### config.mk
export PLATFORM = sky130hd
export DESIGN_NAME = dot_acc_q15_flat
export DESIGN_NICKNAME = d
export VERILOG_FILES = /design/src/rtl/dot_acc_q15_if.sv /design/src/rtl/dot_acc_q15.sv /design/src/flat_wrapper.sv
export SDC_FILE = /design/constraint.sdc
export NUM_CORES = 1
export LEC_CHECK = 0
export BUFFER_PORTS_ARGS = -buffer_cell sky130_fd_sc_hd__buf_2
export CAP_MARGIN = 20
export CELL_PAD_IN_SITES_DETAIL_PLACEMENT = 1
export CELL_PAD_IN_SITES_GLOBAL_PLACEMENT = 2
export CORE_ASPECT_RATIO = 0.8
export CORE_MARGIN = 5
export CORE_UTILIZATION = 25
export CTS_CLUSTER_DIAMETER = 120
export DETAILED_ROUTE_END_ITERATION = 16
export PLACE_DENSITY_LB_ADDON = 0.05
export RECOVER_POWER = 50
export SYNTH_ARGS = -nofsm -noshare
export SYNTH_HDL_FRONTEND = slang
export SYNTH_SLANG_ARGS = --single-unit
export TNS_END_PERCENT = 20
### constraint.sdc
create_clock -name clk -period 3.9 [get_ports clk]
set_clock_uncertainty 0.1 [all_clocks]
set_input_delay 1.17 -clock clk [delete_from_list [all_inputs] [get_ports clk]]
set_output_delay 1.17 -clock clk [all_outputs]
set_load 0.005 [all_outputs]
### src/rtl/dot_acc_q15_if.sv
// Product-in / dot-product-out handshake bundle for dot_acc_q15.
// master = upstream/downstream side (drives products and sum_ready), slave = accumulator.
interface dot_acc_q15_if;
  logic [31:0] prod_in;
  logic        prod_valid;
  logic        in_ready;
  logic [15:0] sum_out;
  logic        sum_valid;
  logic        sum_ready;
  logic        drop_err;

  modport master (
    output prod_in, prod_valid, sum_ready,
    input  in_ready, sum_out, sum_valid, drop_err
  );

  modport slave (
    input  prod_in, prod_valid, sum_ready,
    output in_ready, sum_out, sum_valid, drop_err
  );
endinterface

### src/rtl/dot_acc_q15.sv
// Q1.30 product accumulator emitting one rounded/saturated Q0.15 dot product per VEC_LEN accepts.
// Define DOT_ACC_ROUND_EN for round-half-up; default build truncates (floor).
module dot_acc_q15 #(
  parameter int unsigned VEC_LEN = 64,
  parameter int unsigned ACC_W   = 40
) (
  input  logic         clk,
  input  logic         rst_n,
  dot_acc_q15_if.slave bus
);

  localparam int unsigned CNT_W = (VEC_LEN > 1) ? $clog2(VEC_LEN) : 1;
  localparam logic [CNT_W-1:0] CNT_LAST = CNT_W'(VEC_LEN - 1);
  localparam logic signed [ACC_W-1:0] SAT_MAX = ACC_W'(32'sd32767);
  localparam logic signed [ACC_W-1:0] SAT_MIN = ACC_W'(-32'sd32768);
`ifdef DOT_ACC_ROUND_EN
  localparam logic signed [ACC_W-1:0] RND = ACC_W'(32'sd16384);
`else
  localparam logic signed [ACC_W-1:0] RND = '0;
`endif

  typedef enum logic {ST_ACCUM, ST_HOLD} state_e;

  state_e                  state_q;
  logic signed [ACC_W-1:0] acc_q;
  logic [CNT_W-1:0]        cnt_q;
  logic [15:0]             sum_q;
  logic                    sum_valid_q;
  logic                    drop_err_q;

  logic                    accept_c;
  logic signed [ACC_W-1:0] acc_d;
  logic signed [ACC_W-1:0] rounded_c;
  logic signed [ACC_W-1:0] shifted_c;
  logic [15:0]             q15_c;

  // Running total including the current product, and its Q0.15 conversion.
  always_comb begin
    accept_c  = bus.prod_valid && (state_q == ST_ACCUM);
    acc_d     = acc_q + ACC_W'($signed(bus.prod_in));
    rounded_c = acc_d + RND;
    shifted_c = rounded_c >>> 15;
    q15_c     = shifted_c[15:0];
    if (shifted_c > SAT_MAX) begin
      q15_c = 16'h7FFF;
    end else if (shifted_c < SAT_MIN) begin
      q15_c = 16'h8000;
    end
  end

  always_ff @(posedge clk or negedge rst_n) begin
    if (!rst_n) begin
      state_q     <= ST_ACCUM;
      acc_q       <= '0;
      cnt_q       <= '0;
      sum_q       <= '0;
      sum_valid_q <= 1'b0;
      drop_err_q  <= 1'b0;
    end else begin
      // Upstream cannot stall, so anything offered while holding is lost.
      if (bus.prod_valid && (state_q != ST_ACCUM)) begin
        drop_err_q <= 1'b1;
      end
      case (state_q)
        ST_ACCUM: begin
          if (accept_c) begin
            if (cnt_q == CNT_LAST) begin
              sum_q       <= q15_c;
              sum_valid_q <= 1'b1;
              acc_q       <= '0;
              cnt_q       <= '0;
              state_q     <= ST_HOLD;
            end else begin
              acc_q <= acc_d;
              cnt_q <= cnt_q + CNT_W'(1);
            end
          end
        end
        ST_HOLD: begin
          if (bus.sum_ready) begin
            sum_valid_q <= 1'b0;
            state_q     <= ST_ACCUM;
          end
        end
        default: state_q <= ST_ACCUM;
      endcase
    end
  end

  assign bus.in_ready  = (state_q == ST_ACCUM);
  assign bus.sum_out   = sum_q;
  assign bus.sum_valid = sum_valid_q;
  assign bus.drop_err  = drop_err_q;

endmodule

### src/flat_wrapper.sv
// flat-port wrapper written by rule: the top's interface ports become plain ports
module dot_acc_q15_flat 
#(
  parameter int unsigned VEC_LEN = 64,
  parameter int unsigned ACC_W   = 40
)
  (clk, rst_n, bus_prod_in, bus_prod_valid, bus_sum_ready, bus_in_ready, bus_sum_out, bus_sum_valid, bus_drop_err);
  dot_acc_q15_if bus_i ();
  input  logic clk;
  input  logic rst_n;
  input wire logic [$bits(bus_i.prod_in)-1:0] bus_prod_in;
  input wire logic [$bits(bus_i.prod_valid)-1:0] bus_prod_valid;
  input wire logic [$bits(bus_i.sum_ready)-1:0] bus_sum_ready;
  output wire logic [$bits(bus_i.in_ready)-1:0] bus_in_ready;
  output wire logic [$bits(bus_i.sum_out)-1:0] bus_sum_out;
  output wire logic [$bits(bus_i.sum_valid)-1:0] bus_sum_valid;
  output wire logic [$bits(bus_i.drop_err)-1:0] bus_drop_err;
  assign bus_i.prod_in = bus_prod_in;
  assign bus_i.prod_valid = bus_prod_valid;
  assign bus_i.sum_ready = bus_sum_ready;
  assign bus_in_ready = bus_i.in_ready;
  assign bus_sum_out = bus_i.sum_out;
  assign bus_sum_valid = bus_i.sum_valid;
  assign bus_drop_err = bus_i.drop_err;
  dot_acc_q15 #(.VEC_LEN(VEC_LEN), .ACC_W(ACC_W)) u_core (.clk(clk), .rst_n(rst_n), .bus(bus_i));
endmodule
==> impl_metrics.env <==
export IMPL_hold_path_end="u_core.bus.drop_err$_DFFE_PN0P_"
export IMPL_crit_type="in2reg"
export IMPL_final_cells=1011
export IMPL_fmax_mhz=249
export IMPL_cts_buffers_inserted=9
export IMPL_design_area_mm2=0.00712
export IMPL_antenna_left=0
export IMPL_required_ns=4.03
export IMPL_syn_instance_count=558
export IMPL_post_dp_cell_area_mm2=0.00668
export IMPL_post_drt_wl_per_cell_um=17.9
export IMPL_io_pins=55
export IMPL_hold_viol=0
export IMPL_wirelength_um=18100
export IMPL_synth_mux_area_share_pct=0.203
export IMPL_dp_hpwl_um=14200
export IMPL_min_from="u_core.bus.drop_err$_DFFE_PN0P_"
export IMPL_dp_cells=991
export IMPL_area_growth_pct=44.4
export IMPL_cts_sinks=65
export IMPL_clock_latency_ns=0.35
export IMPL_r2r_slack_ns=0.38
export IMPL_netlist_top_cells_count="dfrtp_1 (65), nand2_1 (58), a21oi_1 (47), o21ai_0 (41), ha_1 (40)"
export IMPL_antenna_found_initial=0
export IMPL_cts_hold_buffers_added=0
export IMPL_leakage_nw=3.25
export IMPL_grt_use_total_pct=16.3
export IMPL_fin_nets=819
export IMPL_grt_max_degree=39
export IMPL_path_clk_slew_ns=0.06
export IMPL_final_min_clock_period_ns=4.02
export IMPL_synth_ff_type="dfrtp_1"
export IMPL_synth_top_family_by_area="compound AO/OA/AOI/OAI gates"
export IMPL_vias=4938
export IMPL_power_density_mw_per_mm2=885
export IMPL_grt_pass1_vias=5363
export IMPL_maxCapViolCount=1
export IMPL_r2r_start="u_core.acc_q[4]$_DFFE_PN0P_"
export IMPL_multi_input_area_mm2=0.00344
export IMPL_cts_root_buf="clkbuf_16"
export IMPL_synth_edf_count=0
export IMPL_ys_top_cells_by_area="dfrtp_1 (33%), ha_1 (10%), a21oi_1 (4.8%), nand2_1 (4.4%), o21ai_0 (4.2%)"
export IMPL_synth_area_mm2=0.00493
export IMPL_fp_coreArea_mm2=0.0196
export IMPL_ys_async_sr_fraction_pct=100
export IMPL_die_height_um=136
export IMPL_ff2ff_path_depth=16
export IMPL_drive_above_1_share_pct=37.6
export IMPL_fin_ws_ns=-0.116
export IMPL_drt_iter0_drc=129
export IMPL_start_util_pct=25.1
export IMPL_max_slew_margin_pct=-14.6
export IMPL_setup_violations=15
export IMPL_dieArea_mm2=0.0226
export IMPL_yosys_area_share_simple_pct=15.9
export IMPL_synth_compound_gate_area_share_pct=30.6
export IMPL_crit_fanout=10
export IMPL_tightestPinTransition_ns=1.72
export IMPL_endpoint_kind="flip-flop"
export IMPL_violations="capacitance limit, slew limit, setup timing"
export IMPL_first_pass_iters=4
export IMPL_synth_net_count=635
export IMPL_viasPerCell=4.88
export IMPL_synth_fa_ha_area_share_pct=10.6
export IMPL_startpoint_type="input port"
export IMPL_holdWs_ns=0.364
export IMPL_std_cell_rows=46
export IMPL_cts_tree="done"
export IMPL_cts_htree_levels=3
export IMPL_hp_class="reg2reg"
export IMPL_p_total_w=0.00629
export IMPL_io_buffers=54
export IMPL_reg2reg_to="u_core.bus.sum_out[10]$_DFFE_PN0P_"
export IMPL_synth_xor_area_share_pct=6.73
export IMPL_syn_area_per_cell_um2=8.83
export IMPL_ys_warn_count=0
export IMPL_area_sequential_mm2=0.00163
export IMPL_yosysTopAreaCell="dfrtp_1"
export IMPL_num_antenna_cells=0
export IMPL_synth_most_common_cell="dfrtp_1"
export IMPL_fillers=2300
export IMPL_ir_drop_uv=304
export IMPL_synth_seq_area_share_pct=33.0
export IMPL_grt_setup_unrepaired="true"
export IMPL_fin_util_pct=36.3
export IMPL_run_status="finished, violations left"
export IMPL_die_x_um=167
export IMPL_slew_viol_final=29
export IMPL_grt_overflow=0
export IMPL_synth_seq_cells=65
export IMPL_grt_pass1_wl_um=29200
export IMPL_synth_distinct_cells=66
export IMPL_clockBufferDepth=2
export IMPL_fin_crit_sh_pct=103
export IMPL_drc=0
export IMPL_cp_arrival_ns=4.15
export IMPL_gp_congestion=0.822
export IMPL_hold_path_depth=1
export IMPL_synth_top_cell_area_share_pct=33.0
registers in the layout, summed over array words and instances (netlist names):
signal,flops
u_core.bus.sum_valid,1
u_core.acc_q,40
u_core.bus.drop_err,1
u_core.cnt_q,6
u_core.state_q,1
u_core.bus.sum_out,16
final cells by class:
cell class              count  area share (%)
repair buffers            200            20.0
clock buffers              10            3.22
flip-flops and latches     65            22.9
well taps                 264            4.64
multi-input cells         458            48.3
inverters                   8           0.422
clock inverters             6           0.615
stage by stage:
step / setup TNS [ns] / setup WS (ns)
3_5_place_dp: -10.83 / -0.706
4_1_cts: -1.97 / -0.156
2_1_floorplan: -0.975 / -0.0988
6_report: -1.45 / -0.116
5_1_grt: -3.58 / -0.256
3_3_place_gp: -10.64 / -0.698
per-layer routing:
layer	wire length, um	global-route usage [%]	vias to the layer above
met5	0	0	-
met2	8000	26.1	58
met1	9300	23.0	2392
met4	215	3.73	0
met3	547	3.12	19
li1	-	-	2469
logic make-up (layout without fill, tap and decap cells):
group,after synthesis,count (layout)
buffers and inverters,35,224
multiplexers,1,1
XOR/XNOR,37,37
adder cells (fa/ha/maj),41,41
AND/OR/NAND/NOR,159,159
AO/OA/AOI/OAI,220,220
flip-flops,65,65
timing repair:
item / CTS / global route
pin swaps: 9 / 6
resized for setup: 22 / 11
buffers inserted: 3 / 1
gates cloned: 0 / 0
setup endpoints to repair: 15 / 15
worst max-delay path by stage:
stage,from,end,slack [ns],depth (start not counted)
floorplan,bus_prod_in[12],u_core.bus.sum_out[9]$_DFFE_PN0P_,-0.1,13
global placement,bus_prod_in[3],u_core.bus.sum_out[7]$_DFFE_PN0P_,-0.70,17
detailed placement,bus_prod_in[3],u_core.bus.sum_out[6]$_DFFE_PN0P_,-0.71,17
CTS,bus_prod_in[5],u_core.bus.sum_out[10]$_DFFE_PN0P_,-0.16,17
global route,bus_prod_in[5],u_core.bus.sum_out[14]$_DFFE_PN0P_,-0.26,16
finish,bus_prod_in[12],u_core.bus.sum_out[10]$_DFFE_PN0P_,-0.12,15
critical path, stage by stage:
cell      delay (ns)
buf_2           0.11
ha_4            0.32
nand2_1         0.06
o21ai_1         0.26
buf_4           0.17
a211oi_2        0.05
o311a_4         0.37
o41ai_2         0.41
xor2_1          0.17
buf_4           0.17
a211oi_2        0.24
nand4b_1        0.19
o22ai_4         0.19
buf_12          0.19
a21oi_2         0.06
layout by cell type (no fill, tap or decap), drive strengths merged, types with 5 or more instances in the layout:
cell and count:
a2111oi 5, a211oi 12, a21o 16, a21oi 58, a22o 20, and3 5, buf 197, clkbuf 13
dfrtp 65, ha 40, inv 9, nand2 58, nand3 18, nand4 13, nor2 37, nor3 9
o211ai 5, o21a 6, o21ai 59, xnor2 20, xor2 17
power breakdown:
part	switching [W]	total [W]	internal (W)	leakage, nW
Combinational	0.00227	0.00442	0.00214	2.30
Clock	0.000349	0.000781	0.000432	0.121
Sequential	0.000179	0.00110	0.000916	0.827
Total	0.00280	0.00629	0.00349	3.25
Power figures use the tool's default switching activity.
